## src/rtl/opentrig_pkg.sv

```systemverilog
// Frame geometry and marker bytes shared by the event buffer and the SPI readout stage.
// Frames are 128 bits: header, dropped count, event number, timestamp, hit pattern (MSB to LSB).
package opentrig_pkg;

  localparam int FRAME_W  = 128;
  localparam int HITS_LSB = 0;
  localparam int HITS_W   = 64;
  localparam int TS_LSB   = 64;
  localparam int TS_W     = 32;
  localparam int EVT_LSB  = 96;
  localparam int EVT_W    = 16;
  localparam int DROP_LSB = 112;
  localparam int DROP_W   = 8;
  localparam int HDR_LSB  = 120;
  localparam int HDR_W    = 8;

  localparam logic [HDR_W-1:0] DEF_HEADER      = 8'hA5;
  localparam logic [HDR_W-1:0] DEF_IDLE_HEADER = 8'h5A;

  function automatic logic [FRAME_W-1:0] build_frame(
    input logic [HDR_W-1:0]  hdr,
    input logic [DROP_W-1:0] drop,
    input logic [EVT_W-1:0]  evt,
    input logic [TS_W-1:0]   ts,
    input logic [HITS_W-1:0] hit_pat
  );
    logic [FRAME_W-1:0] f;
    f = '0;
    f[HDR_LSB  +: HDR_W]  = hdr;
    f[DROP_LSB +: DROP_W] = drop;
    f[EVT_LSB  +: EVT_W]  = evt;
    f[TS_LSB   +: TS_W]   = ts;
    f[HITS_LSB +: HITS_W] = hit_pat;
    return f;
  endfunction

endpackage

```

## src/rtl/frame_fifo.sv

```systemverilog
// Synchronous DEPTH x 128 show-ahead frame FIFO; head_dat valid combinationally while !empty.
// Push while full is accepted only with a same-cycle pop; pop while empty is ignored.
module frame_fifo
  import opentrig_pkg::*;
#(
  parameter int DEPTH = 4
) (
  input  logic                     sampling_clk,
  input  logic                     rst,
  input  logic                     push,
  input  logic [FRAME_W-1:0]       push_dat,
  input  logic                     pop,
  output logic [FRAME_W-1:0]       head_dat,
  output logic                     full,
  output logic                     empty,
  output logic [$clog2(DEPTH):0]   count
);

  localparam int PTR_W = $clog2(DEPTH);
  localparam int CNT_W = PTR_W + 1;

  logic [FRAME_W-1:0] mem [DEPTH];
  logic [PTR_W-1:0]   rd_ptr;
  logic [PTR_W-1:0]   wr_ptr;
  logic               do_push;
  logic               do_pop;

  assign full    = (count == CNT_W'(DEPTH));
  assign empty   = (count == '0);
  assign do_pop  = pop && !empty;
  assign do_push = push && (!full || do_pop);

  // When full, push and pop share a slot: the head being popped is overwritten.
  always_ff @(posedge sampling_clk) begin
    if (do_push && !rst) begin
      mem[wr_ptr] <= push_dat;
    end
  end

  always_ff @(posedge sampling_clk) begin
    if (rst) begin
      rd_ptr <= '0;
      wr_ptr <= '0;
      count  <= '0;
    end else begin
      if (do_push) wr_ptr <= wr_ptr + PTR_W'(1);
      if (do_pop)  rd_ptr <= rd_ptr + PTR_W'(1);
      count <= count + CNT_W'(do_push) - CNT_W'(do_pop);
    end
  end

  assign head_dat = mem[rd_ptr];

endmodule

```

## src/rtl/event_frame_buffer.sv

```systemverilog
// Timestamps triggers into frames and queues them for SPI readout; new frame visible one cycle after an empty-buffer trigger.
// No backpressure on triggers: when full without a same-cycle pop the event is dropped and counted.
module event_frame_buffer
  import opentrig_pkg::*;
#(
  parameter int               DEPTH       = 4,
  parameter logic [HDR_W-1:0] HEADER      = DEF_HEADER,
  parameter logic [HDR_W-1:0] IDLE_HEADER = DEF_IDLE_HEADER
) (
  input  logic                sampling_clk,
  input  logic                rst,
  input  logic                trig_valid,
  input  logic [HITS_W-1:0]   hits,
  input  logic                sample_done,
  output logic [FRAME_W-1:0]  data,
  output logic                frame_pending,
  output logic [DROP_W-1:0]   dropped
);

  logic [TS_W-1:0]        timestamp;
  logic [TS_W-1:0]        last_pop_ts;
  logic [EVT_W-1:0]       event_num;
  logic [FRAME_W-1:0]     new_frame;
  logic [FRAME_W-1:0]     head;
  logic                   full;
  logic                   empty;
  logic [$clog2(DEPTH):0] occ;
  logic                   pop;
  logic                   accept;
  logic                   drop;

  assign pop    = sample_done && !rst && !empty;
  assign accept = trig_valid && !rst && (!full || pop);
  assign drop   = trig_valid && !rst && full && !pop;

  assign new_frame = build_frame(HEADER, dropped, event_num, timestamp, hits);

  frame_fifo #(
    .DEPTH (DEPTH)
  ) u_fifo (
    .sampling_clk (sampling_clk),
    .rst          (rst),
    .push         (accept),
    .push_dat     (new_frame),
    .pop          (pop),
    .head_dat     (head),
    .full         (full),
    .empty        (empty),
    .count        (occ)
  );

  always_ff @(posedge sampling_clk) begin
    if (rst) begin
      timestamp   <= '0;
      event_num   <= '0;
      dropped     <= '0;
      last_pop_ts <= '0;
    end else begin
      timestamp <= timestamp + TS_W'(1);
      if (trig_valid)                  event_num   <= event_num + EVT_W'(1);
      if (drop && (dropped != '1))     dropped     <= dropped + DROP_W'(1);
      if (pop)                         last_pop_ts <= timestamp;
    end
  end

  // Head only moves on pop or first push, so data holds steady across an SPI transfer.
  assign data          = empty ? build_frame(IDLE_HEADER, dropped, '0, last_pop_ts, '0) : head;
  assign frame_pending = (occ != '0);

endmodule

```

## config.mk

```make
export PLATFORM = sky130hd
export DESIGN_NAME = event_frame_buffer
export DESIGN_NICKNAME = d
export VERILOG_FILES = /design/src/rtl/opentrig_pkg.sv /design/src/rtl/frame_fifo.sv /design/src/rtl/event_frame_buffer.sv
export SDC_FILE = /design/constraint.sdc
export NUM_CORES = 1
export LEC_CHECK = 0
export ABC_AREA = 0
export BUFFER_PORTS_ARGS = -buffer_cell sky130_fd_sc_hd__buf_2
export CORE_UTILIZATION = 59
export DETAILED_ROUTE_END_ITERATION = 8
export GPL_TIMING_DRIVEN = 0
export PLACE_DENSITY_LB_ADDON = 0.08
export SLEW_MARGIN = 20
export SYNTH_ARGS = -nofsm -noshare
export SYNTH_HDL_FRONTEND = slang
export SYNTH_SLANG_ARGS = --single-unit
```

## constraint.sdc

```tcl
create_clock -name sampling_clk -period 4.37 [get_ports sampling_clk]
set_input_delay 0.874 -clock sampling_clk [delete_from_list [all_inputs] [get_ports sampling_clk]]
set_output_delay 0.874 -clock sampling_clk [all_outputs]
set_load 0.02 [all_outputs]
```

==> out/qor.yml <==
outcome: "complete, no violations"
timing.critical_path.arrival_ns: 3.07
yosys_warnings: 0
synthesis.area_um2: 22500
met2_usage_pct: 38.9
finalClockSkew_ns: 0.0153
layout-drive-gt1-share_pct: 27.8
fin_util_pct: 69.9
finalMaxSlewViolations: 0
clock_path_buffers: 3
initialDrtViolationCount: 817
io_buffers: 203
post_synth_num_cell_types: 42
design.die.area_um2: 38900
core_region_area_um2: 37600
synthXorXnorAreaFrac_pct: 1.09
worstMarginPinSlew_ns: 0.881
post-route-cell-area_um2: 26300
synthToLayoutAreaGrowth_pct: 16.6
synth-simple-area-share_pct: 9.70
detailroute.via_count: 12346
cts-htree-levels: 2
tritoncts: "yes"
drt_first_pass_iters: 8
dieHeight_um: 197
commonest_cells_after_routing_fill_and_taps_aside: "sky130_fd_sc_hd__edfxtp_1, sky130_fd_sc_hd__buf_2, sky130_fd_sc_hd__nand2_1"
tritoncts_num_sinks: 577
row_count: 71
cap_violations: 0
postSynth.asyncResetShare_pct: 0
setup.worst_path.class: "register to primary output"
first_global_vias: 12475
clk_pin_slew_worst_paths_ns: 0.06
required_time_of_the_worst_setup_path_ns: 3.50
timing.final.ws_setup_ns: 0.423
place_hpwl_um: 28800
flops_latches_synth: 577
main_combinational_cell_family_by_area_after_synthesis: "multiplexers"
postRouteAntennaNets: 0
drc: 0
cts_hold_buffers: 0
nFillCells: 2580
mostFrequentLayoutCell: "sky130_fd_sc_hd__edfxtp_1"
worstSetupStartpointType: "register"
initial_utilization_pct: 59.9
yosys-mux-area-fraction_pct: 12.4
cell_breakdown_of_the_critical_path: "or3_1 -> clkbuf_1 -> clkbuf_2 -> buf_1 -> nand2_1 -> nand2_1 -> buf_2"
place_congestion: 0.767
count_of_flip_flops_with_a_built_in_enable_after_synthesis: 480
totalPowerFinal_mw: 13.9
cts-buffers-inserted: 56
hold_class: "register to register"
crit_slowest_cell: "sky130_fd_sc_hd__buf_1"
drt-wirelength-per-cell_um: 21.1
synth-compound-area-share_pct: 1.89
report.final.hold_viol_count: 0
leak_nw: 9.07
cts.repair_timing.setup_buffer_count: 0
crit_path_frequent_cell: "sky130_fd_sc_hd__nand2_1"
placedInstanceArea_um2: 24400
grt_use_met1_pct: 33.8
die_x_um: 197
globalRoute.totalOverflow: 0
clock_tree_root_driver_cell: "sky130_fd_sc_hd__clkbuf_16"
top_level_ports: 205
p_per_area_nw_per_um2: 531
busiest_layer: "met2"
yosysSeqAreaShare_pct: 72.6
synth_ff_type: "sky130_fd_sc_hd__edfxtp_1"
routed_wl_um: 45900
critPathCaptureType: "primary output"
grtUsageMet3_pct: 4.05
final-setup-viol-count: 0
dp_worst_setup_slack_ns: 0.680
timing.fmax_mhz: 253
grt_first_pass_wirelength_um: 70000
grt_max_degree: 45
fin_crit_ns: 3.95
rsz_0062_raised_after_global_routing: "no"
synthAdderAreaFrac_pct: 0.589
finalCritPeriodShare_pct: 90.3
slew-limit-headroom_pct: 41.3
synth_area_per_cell_um2: 16.8
vdd_drop_max_v: 0.000426
antenna_found_initial: 3
critical_path_peak_fanout: 14
nNetsFinal: 1688
number_of_nets_in_the_synthesized_netlist: 1416
insertion_delay_ns: 0.61
timing.critical_path.slowest_cell_delay_ns: 0.56
postSynthCellCount: 1338
global_route.usage.total_pct: 24.1
routed_via_density: 5.68
logic make-up after synthesis:
kind of cell,count (synthesis)
fa+ha+maj,10
buf+inv,88
mux,128
compound gates,77
xor+xnor,28
flops,577
simple gates,430
state kept, by name, indices dropped and copies added, names as in the netlist, named ones only:
name / count
event_num: 16
u_fifo.count: 3
last_pop_ts: 32
u_fifo.rd_ptr: 2
timestamp: 32
u_fifo.wr_ptr: 2
dropped: 8
u_fifo.mem: 480
path summary, 6_finish.rpt:
kind / from / endpoint / slack, ns / depth (start not counted)
max: u_fifo.count[1] / data[114] / 0.42 / 7
min: last_pop_ts[26] / last_pop_ts[26] / 0.47 / 2
max reg2reg: u_fifo.count[1] / u_fifo.count[2] / 0.89 / 13
min reg2reg: last_pop_ts[26] / last_pop_ts[26] / 0.47 / 2
synth_stat cells, types with 18 or more instances:
cell | n | area [um^2]
sky130_fd_sc_hd__dfxtp_1 | 97 | 1940
sky130_fd_sc_hd__xor2_1 | 20 | 175
sky130_fd_sc_hd__nand3_1 | 22 | 110
sky130_fd_sc_hd__nand2b_1 | 33 | 206
sky130_fd_sc_hd__buf_2 | 18 | 90.1
sky130_fd_sc_hd__o21ai_0 | 38 | 190
sky130_fd_sc_hd__a21oi_1 | 20 | 100
sky130_fd_sc_hd__edfxtp_1 | 480 | 14400
sky130_fd_sc_hd__and2_1 | 82 | 513
sky130_fd_sc_hd__nand2_1 | 172 | 646
sky130_fd_sc_hd__mux4_2 | 120 | 2700
sky130_fd_sc_hd__nor2_1 | 41 | 154
sky130_fd_sc_hd__clkbuf_1 | 45 | 169
through the flow:
step,hold WS (ns),std cells,setup TNS [ns]
2_1_floorplan,0.442,1338,0
3_3_place_gp,0.453,2052,-179.50
3_5_place_dp,0.466,2063,0
4_1_cts,0.450,2169,0
5_1_grt,0.466,2171,0
6_report,0.473,2175,0
critical path, delay by kind of cell, from the launching register on:
| family | cells | cell delay (ns) |
|---|---|---|
| DFF | 1 | 0.40 |
| buffers and inverters | 4 | 1.61 |
| and+or+nand+nor | 3 | 0.44 |
per-layer routing:
layer  vias to the layer above  routed length (um)
met1                      6298               19800
li1                       5664                   -
met5                         -                   0
met2                       315               22500
met3                        69                2670
met4                         0                 942
report_power, final:
part           total (mW)  leakage, nW  internal (mW)  switching, mW
combinational        3.07         3.01           1.10           1.97
clock                4.67        0.888           2.69           1.98
sequential           6.19         5.17           6.13         0.0627
total                13.9         9.07           9.92           4.01
timing repair:
action                     4_1_cts  5_1_grt
resized for setup                0        3
setup endpoints to repair        0        3
hold endpoints to repair         0        0
layout make-up:
cell class	count	area [um^2]	share of cell area (%)
multi-input combinational	673	5790	22.1
inverter	11	41.3	0.157
sequential	577	16400	62.3
tap	511	639	2.43
clock inverter	31	235	0.896
buffer	77	343	1.31
timing repair buffer	214	1270	4.85
clock buffer	75	1570	5.96
antenna	6	15.0	0.0572
(Power assumes the default switching activity.)
